<file path="config.mk">
export PLATFORM = sky130hd
export DESIGN_NAME = commit_trace_serializer
export DESIGN_NICKNAME = d
export VERILOG_FILES = /design/src/rtl/commit_trace_serializer.sv
export SDC_FILE = /design/constraint.sdc
export NUM_CORES = 2
export LEC_CHECK = 0
export CORE_MARGIN = 1.5
export CORE_UTILIZATION = 40
export CTS_BUF_LIST = sky130_fd_sc_hd__clkbuf_8
export DETAILED_ROUTE_END_ITERATION = 8
export SYNTH_ARGS = -nofsm -noshare
export SYNTH_HDL_FRONTEND = slang
export SYNTH_SLANG_ARGS = --single-unit
</file>
<file path="constraint.sdc">
create_clock -name clock -period 42.5 [get_ports clock]
set_clock_uncertainty 0.1 [all_clocks]
set_input_delay 4.25 -clock clock [delete_from_list [all_inputs] [get_ports clock]]
set_output_delay 4.25 -clock clock [all_outputs]
set_load 0.02 [all_outputs]
</file>
<file path="src/rtl/commit_trace_serializer.sv">
// commit_trace_serializer
//   Collects up to COMMITS retirements per cycle from the core and replays
//   them one at a time, in program order, to the co-simulation commit
//   checker. Lane 0 is the oldest retirement within a cycle.
//
// Ports
//   clock      : sole clock, rising edge
//   reset      : asynchronous active-low reset
//   in_valid   : per-lane retirement valid
//   in_pc      : per-lane PC, lane i at [i*XLEN +: XLEN]
//   in_insn    : per-lane raw instruction, lane i at [i*32 +: 32]
//   in_wen     : per-lane integer write-back enable
//   in_waddr   : per-lane destination register, lane i at [i*5 +: 5]
//   in_wdata   : per-lane write-back data, lane i at [i*XLEN +: XLEN]
//   in_ready   : a full COMMITS-wide group fits this cycle
//   out_valid  : head entry available
//   out_ready  : checker consumes the head entry
//   out_pc/out_insn/out_wen/out_waddr/out_wdata : head entry payload
//   occupancy  : current number of queued entries
//   overflow   : sticky, set when a retirement group was dropped
module commit_trace_serializer #(
    parameter int COMMITS = 2,
    parameter int DEPTH   = 8,
    parameter int XLEN    = 64
) (
    input  logic                      clock,
    input  logic                      reset,
    input  logic [COMMITS-1:0]        in_valid,
    input  logic [COMMITS*XLEN-1:0]   in_pc,
    input  logic [COMMITS*32-1:0]     in_insn,
    input  logic [COMMITS-1:0]        in_wen,
    input  logic [COMMITS*5-1:0]      in_waddr,
    input  logic [COMMITS*XLEN-1:0]   in_wdata,
    output logic                      in_ready,
    output logic                      out_valid,
    input  logic                      out_ready,
    output logic [XLEN-1:0]           out_pc,
    output logic [31:0]               out_insn,
    output logic                      out_wen,
    output logic [4:0]                out_waddr,
    output logic [XLEN-1:0]           out_wdata,
    output logic [$clog2(DEPTH):0]    occupancy,
    output logic                      overflow
);

    localparam int PTR_W = $clog2(DEPTH);
    localparam int OCC_W = PTR_W + 1;
    localparam int CNT_W = $clog2(COMMITS + 1);

    logic [XLEN-1:0]  r_mem_pc    [DEPTH];
    logic [31:0]      r_mem_insn  [DEPTH];
    logic             r_mem_wen   [DEPTH];
    logic [4:0]       r_mem_waddr [DEPTH];
    logic [XLEN-1:0]  r_mem_wdata [DEPTH];

    logic [PTR_W-1:0] r_head;
    logic [PTR_W-1:0] r_tail;
    logic [OCC_W-1:0] r_occ;
    logic             r_overflow;

    logic [PTR_W-1:0] w_slot [COMMITS];
    logic [CNT_W-1:0] w_cnt;
    logic [OCC_W-1:0] w_free;
    logic             w_in_ready;
    logic             w_out_valid;
    logic             w_enq;
    logic             w_deq;
    logic             w_drop;
    logic [OCC_W-1:0] w_occ_add;
    logic [OCC_W-1:0] w_occ_sub;

    // Compaction: each valid lane lands at tail + (number of valid older lanes),
    // so gaps in in_valid consume no slot. Pointer arithmetic wraps naturally.
    always_comb begin
        w_cnt = '0;
        for (int i = 0; i < COMMITS; i++) begin
            w_slot[i] = r_tail + PTR_W'(w_cnt);
            if (in_valid[i]) begin
                w_cnt = w_cnt + CNT_W'(1);
            end
        end
    end

    // Capacity is judged from registered occupancy only, so a dequeue in the
    // same cycle never opens room for an incoming group.
    assign w_free      = OCC_W'(DEPTH) - r_occ;
    assign w_in_ready  = (w_free >= OCC_W'(COMMITS));
    assign w_out_valid = (r_occ != '0);
    assign w_enq       = (|in_valid) && w_in_ready;
    assign w_drop      = (|in_valid) && !w_in_ready;
    assign w_deq       = w_out_valid && out_ready;
    assign w_occ_add   = w_enq ? OCC_W'(w_cnt) : '0;
    assign w_occ_sub   = {{(OCC_W-1){1'b0}}, w_deq};

    always_ff @(posedge clock or negedge reset) begin
        if (!reset) begin
            r_head     <= '0;
            r_tail     <= '0;
            r_occ      <= '0;
            r_overflow <= 1'b0;
        end else begin
            if (w_enq) begin
                r_tail <= r_tail + PTR_W'(w_cnt);
            end
            if (w_deq) begin
                r_head <= r_head + PTR_W'(1);
            end
            r_occ <= r_occ + w_occ_add - w_occ_sub;
            if (w_drop) begin
                r_overflow <= 1'b1;
            end
        end
    end

    // Payload storage needs no reset; an empty queue masks it at the outputs.
    always_ff @(posedge clock) begin
        if (w_enq) begin
            for (int i = 0; i < COMMITS; i++) begin
                if (in_valid[i]) begin
                    r_mem_pc[w_slot[i]]    <= in_pc[i*XLEN +: XLEN];
                    r_mem_insn[w_slot[i]]  <= in_insn[i*32 +: 32];
                    r_mem_wen[w_slot[i]]   <= in_wen[i];
                    r_mem_waddr[w_slot[i]] <= in_wen[i] ? in_waddr[i*5 +: 5] : 5'd0;
                    r_mem_wdata[w_slot[i]] <= in_wen[i] ? in_wdata[i*XLEN +: XLEN] : '0;
                end
            end
        end
    end

    // Head payload comes straight from storage; gating with out_valid makes
    // the outputs read zero while empty, including immediately on reset.
    assign out_pc    = w_out_valid ? r_mem_pc[r_head]    : '0;
    assign out_insn  = w_out_valid ? r_mem_insn[r_head]  : 32'd0;
    assign out_wen   = w_out_valid ? r_mem_wen[r_head]   : 1'b0;
    assign out_waddr = w_out_valid ? r_mem_waddr[r_head] : 5'd0;
    assign out_wdata = w_out_valid ? r_mem_wdata[r_head] : '0;

    assign in_ready  = w_in_ready;
    assign out_valid = w_out_valid;
    assign occupancy = r_occ;
    assign overflow  = r_overflow;

endmodule
</file>
==> results.txt <==
----------------------------------------------------
[Drt]
  Detailed-route wire length ... 192 mm
  Number of antenna-violating nets in the routed design ... 0
  First-pass iteration count of the detailed router ... 7
  Overall via count from detail_route ... 38200
  Number of DRC violations after detailed-routing iteration 0 ... between 3000 and 4000
  Final routed DRC violation total ... 0
  Detail-routed net length per standard cell ... 28.5 µm
  Drt via density ... about 5.7

[Synthesis]
  Number of synthesized flops with an enable pin ... 1328
  Fraction of post-synthesis cell area in the top cell type by area ... between 50% and 60%
  Synthesized netlist net count ... 4186
  Flip-flop and latch count after synthesis ... between 1000 and 1500
  Number of distinct standard cells referenced by the synthesized netlist ... 38
  Commonest register cell after synthesis ... sky130_fd_sc_hd__edfxtp_1
  Syn Std Cell Area ... 0.0668 mm²
  Average cell area after synthesis ... 17.4 µm²
  Synthesis warning total ... 0
  Share of the yosys chip area belonging to registers ... 60.1%
  Post-synthesis instance total ... roughly 3800
  Cell type contributing the most total cell area after synthesis ... sky130_fd_sc_hd__edfxtp_1
  Cell types with the largest area share after synthesis ... sky130_fd_sc_hd__edfxtp_1 60%, sky130_fd_sc_hd__mux4_2 11%, sky130_fd_sc_hd__mux2i_1 11%, sky130_fd_sc_hd__mux2_2 8.4%, sky130_fd_sc_hd__mux2_1 4.7%
  Synth async-reset ratio ... 0.822%

[Critical path]
  Type of element launching the critical path ... flop
  Data required time of the worst path ... 38.15 ns
  Endpoint arrival time on the critical path ... 6.64 ns
  Biggest fanout along the worst timing path ... between 40 and 50
  Worst reg2reg path startpoint ... occupancy[1]
  Kind of capture point of the worst setup path ... output port
  Type of the worst setup path ... reg -> out
  Launching element of the worst setup path ... r_head[0]

[Hold path]
  Startpoint of the most critical hold path ... overflow
  Hold crit path type ... reg -> reg

[Timing]
  Period utilisation layout ... 25.9%
  Number of slew-limit violations in the final report ... 0
  Final Worst Setup Slack ... 31.51 ns
  Setup repair after global routing missed its margin ... no
  Final setup vio count ... 0
  Tightest slew margin relative to the limit ... 20.4%
  Setup TNS ... 0 ns
  Final hold vios ... 0
  Achievable frequency ... 0.0910 GHz
  Actual transition at the worst max-transition pin ... 1.19 ns
  Final worst path period need ... 10.99 ns

[Floorplan]
  Width of the chip ... between 400 and 500 µm
  Row count ... approximately 150
  Total die area ... 0.170 mm²
  # IOs ... 510
  Standard cell core area ... 0.165 mm²
  Die H ... 412 µm
  Initial cell density of the core ... between 40% and 50%

[Global route]
  Total congestion overflow after global routing ... 0
  Total routing resource utilization after global routing ... around 22%
  Antenna violations before repair ... 21
  Wire length of the first global-routing pass ... between 200 and 300 mm
  Largest net degree at the start of global routing ... approximately 130
  Vias in the first global route ... 40600

[Power and ir drop]
  Power share of the clock group ... 20.1%
  Sequential share of power ... 36.7%
  Sw Pwr ... 0.00198 W
  Switching power as a share of total power ... 36.8%
  Power density cells ... 69.0 mW/mm²
  Static power due to leakage ... 28.7 nW
  Int Pwr ... 0.00341 W
  Peak supply drop ... 0.0566 mV
  Portion of total power attributed to combinational logic ... 43.1%

[Clock tree]
  TritonCTS sink count ... 1339
  Number of buffers inserted by post-CTS setup repair ... 0
  Clock-pin slew on the worst setup and hold paths ... 0.06 ns
  Clk Latency, worst-skew pair ... 1.00 ns
  Clock tree from TritonCTS ... built
  Maximum level of the CTS H-tree ... 4
  Hold-fix buffers at CTS ... 0
  Clock tree root buffer cell ... sky130_fd_sc_hd__clkbuf_8
  Num CTS Buffers ... 225
  Resized cells post-CTS ... 0
  Clock Tree Buf Depth ... 3

[Placed design]
  Routability-driven placement congestion ratio ... 0.750
  Detailed Place HPWL ... 102 mm
  Post-placement setup slack ... 32.28 ns
  Number of buffers inserted by port buffering ... 509

[Final layout]
  Post-layout utilization of the core ... 47.3%
  Leading cell types in the layout, fill and taps excluded ... 1328 x sky130_fd_sc_hd__edfxtp_1, 719 x sky130_fd_sc_hd__mux2i_1, 507 x sky130_fd_sc_hd__clkdlybuf4s50_1
  Most common cell after layout, fill and taps aside ... sky130_fd_sc_hd__edfxtp_1
  Synthesis-to-finish area growth ... 17.0%
  Final #Nets ... roughly 4700
  Share of final-layout standard cells stronger than drive strength 1 ... 26.2%

[Outcome]
  Result of the run ... finished clean

[Job]
  Max-cap check violation count ... 0

----------------------------------------------------
[cell families after synthesis]
group,Yosys count,share of synthesized area (%)
mux,1829,35.1
flops,1339,60.1
simple gates,334,1.99
buf+inv,295,2.30
fa+ha+maj,16,0.322
compound gates,13,0.148
xor+xnor,7,0.0917
[registers in the layout, summed over array words and instances, names as in the netlist]
name         cells
occupancy        4
r_mem_wen        8
overflow         1
r_mem_wdata    512
r_mem_insn     256
r_tail           3
r_mem_waddr     40
r_head           3
r_mem_pc       512
[final timing paths]
| path | endpoint | slack [ns] | cells past startpoint |
|---|---|---|---|
| min in group asynchronous | occupancy[3] | 3.56 | 1 |
| min reg2reg | overflow | 0.40 | 1 |
| max reg2reg | r_mem_pc[0][47] | 36.86 | 9 |
| max in group asynchronous | r_head[0] | 38.20 | 1 |
| max | out_pc[35] | 31.51 | 8 |
| min | overflow | 0.40 | 1 |
[worst max-delay path, stage by stage (launching register included)]
cell,delay (ns)
sky130_fd_sc_hd__dfrtp_4,0.85
sky130_fd_sc_hd__buf_4,0.82
sky130_fd_sc_hd__buf_4,0.76
sky130_fd_sc_hd__buf_4,0.80
sky130_fd_sc_hd__buf_4,0.82
sky130_fd_sc_hd__mux4_2,0.60
sky130_fd_sc_hd__mux2i_1,0.22
sky130_fd_sc_hd__nor2_1,0.09
sky130_fd_sc_hd__clkdlybuf4s50_1,0.58
[layer usage]
layer | wire [µm] | track usage [%] | vias to the layer above
li1 | - | - | 16500
met1 | 82100 | 30.2 | 20200
met2 | 92800 | 36.6 | 1275
met3 | 12300 | 4.36 | 292
met4 | 4620 | 7.06 | 18
met5 | 100 | 0 | -
[through the flow]
step                      cells  hold WS [ns]  cell area, µm²  power (W)
final                      6743         0.401           78200    0.00540
after global routing       6738         0.433           78200    0.00563
after CTS                  6724         0.412           78100    0.00546
after detailed placement   6321         0.394           74000    0.00437
after global placement     6321         0.419           74000    0.00435
after floorplan            3833         0.487           66800    0.00356
[layout make-up]
type                       instances  area [µm²]
fill                           14300       87200
sequential                      1339       40200
multi-input combinational       2199       25300
timing repair buffer             578        5760
clock buffer                     233        3210
tap                             2189        2740
clock inverter                   170         926
inverter                          16        60.1
antenna                           19        47.5
[cell usage after synthesis (11+ instances only)]
| library cell | n |
|---|---|
| sky130_fd_sc_hd__edfxtp_1 | 1328 |
| sky130_fd_sc_hd__mux2i_1 | 719 |
| sky130_fd_sc_hd__mux2_2 | 501 |
| sky130_fd_sc_hd__mux4_2 | 332 |
| sky130_fd_sc_hd__mux2_1 | 277 |
| sky130_fd_sc_hd__nor2_1 | 171 |
| sky130_fd_sc_hd__nand2_1 | 142 |
| sky130_fd_sc_hd__buf_2 | 106 |
| sky130_fd_sc_hd__clkbuf_1 | 84 |
| sky130_fd_sc_hd__buf_1 | 34 |
| sky130_fd_sc_hd__buf_4 | 31 |
| sky130_fd_sc_hd__buf_6 | 24 |
| sky130_fd_sc_hd__inv_1 | 16 |
| sky130_fd_sc_hd__ha_1 | 14 |
| sky130_fd_sc_hd__dfrtp_1 | 11 |
[power by group through the flow]
| stage | registers, W | clock network, W | logic (W) |
|---|---|---|---|
| detailed placement | 0.00201 | 0 | 0.00236 |
| CTS | 0.00198 | 0.00112 | 0.00236 |
| finish | 0.00198 | 0.00109 | 0.00233 |
| global route | 0.00201 | 0.00117 | 0.00246 |
| floorplan | 0.00210 | 0 | 0.00146 |
| global placement | 0.00200 | 0 | 0.00235 |
Power figures use the tool's default switching activity.
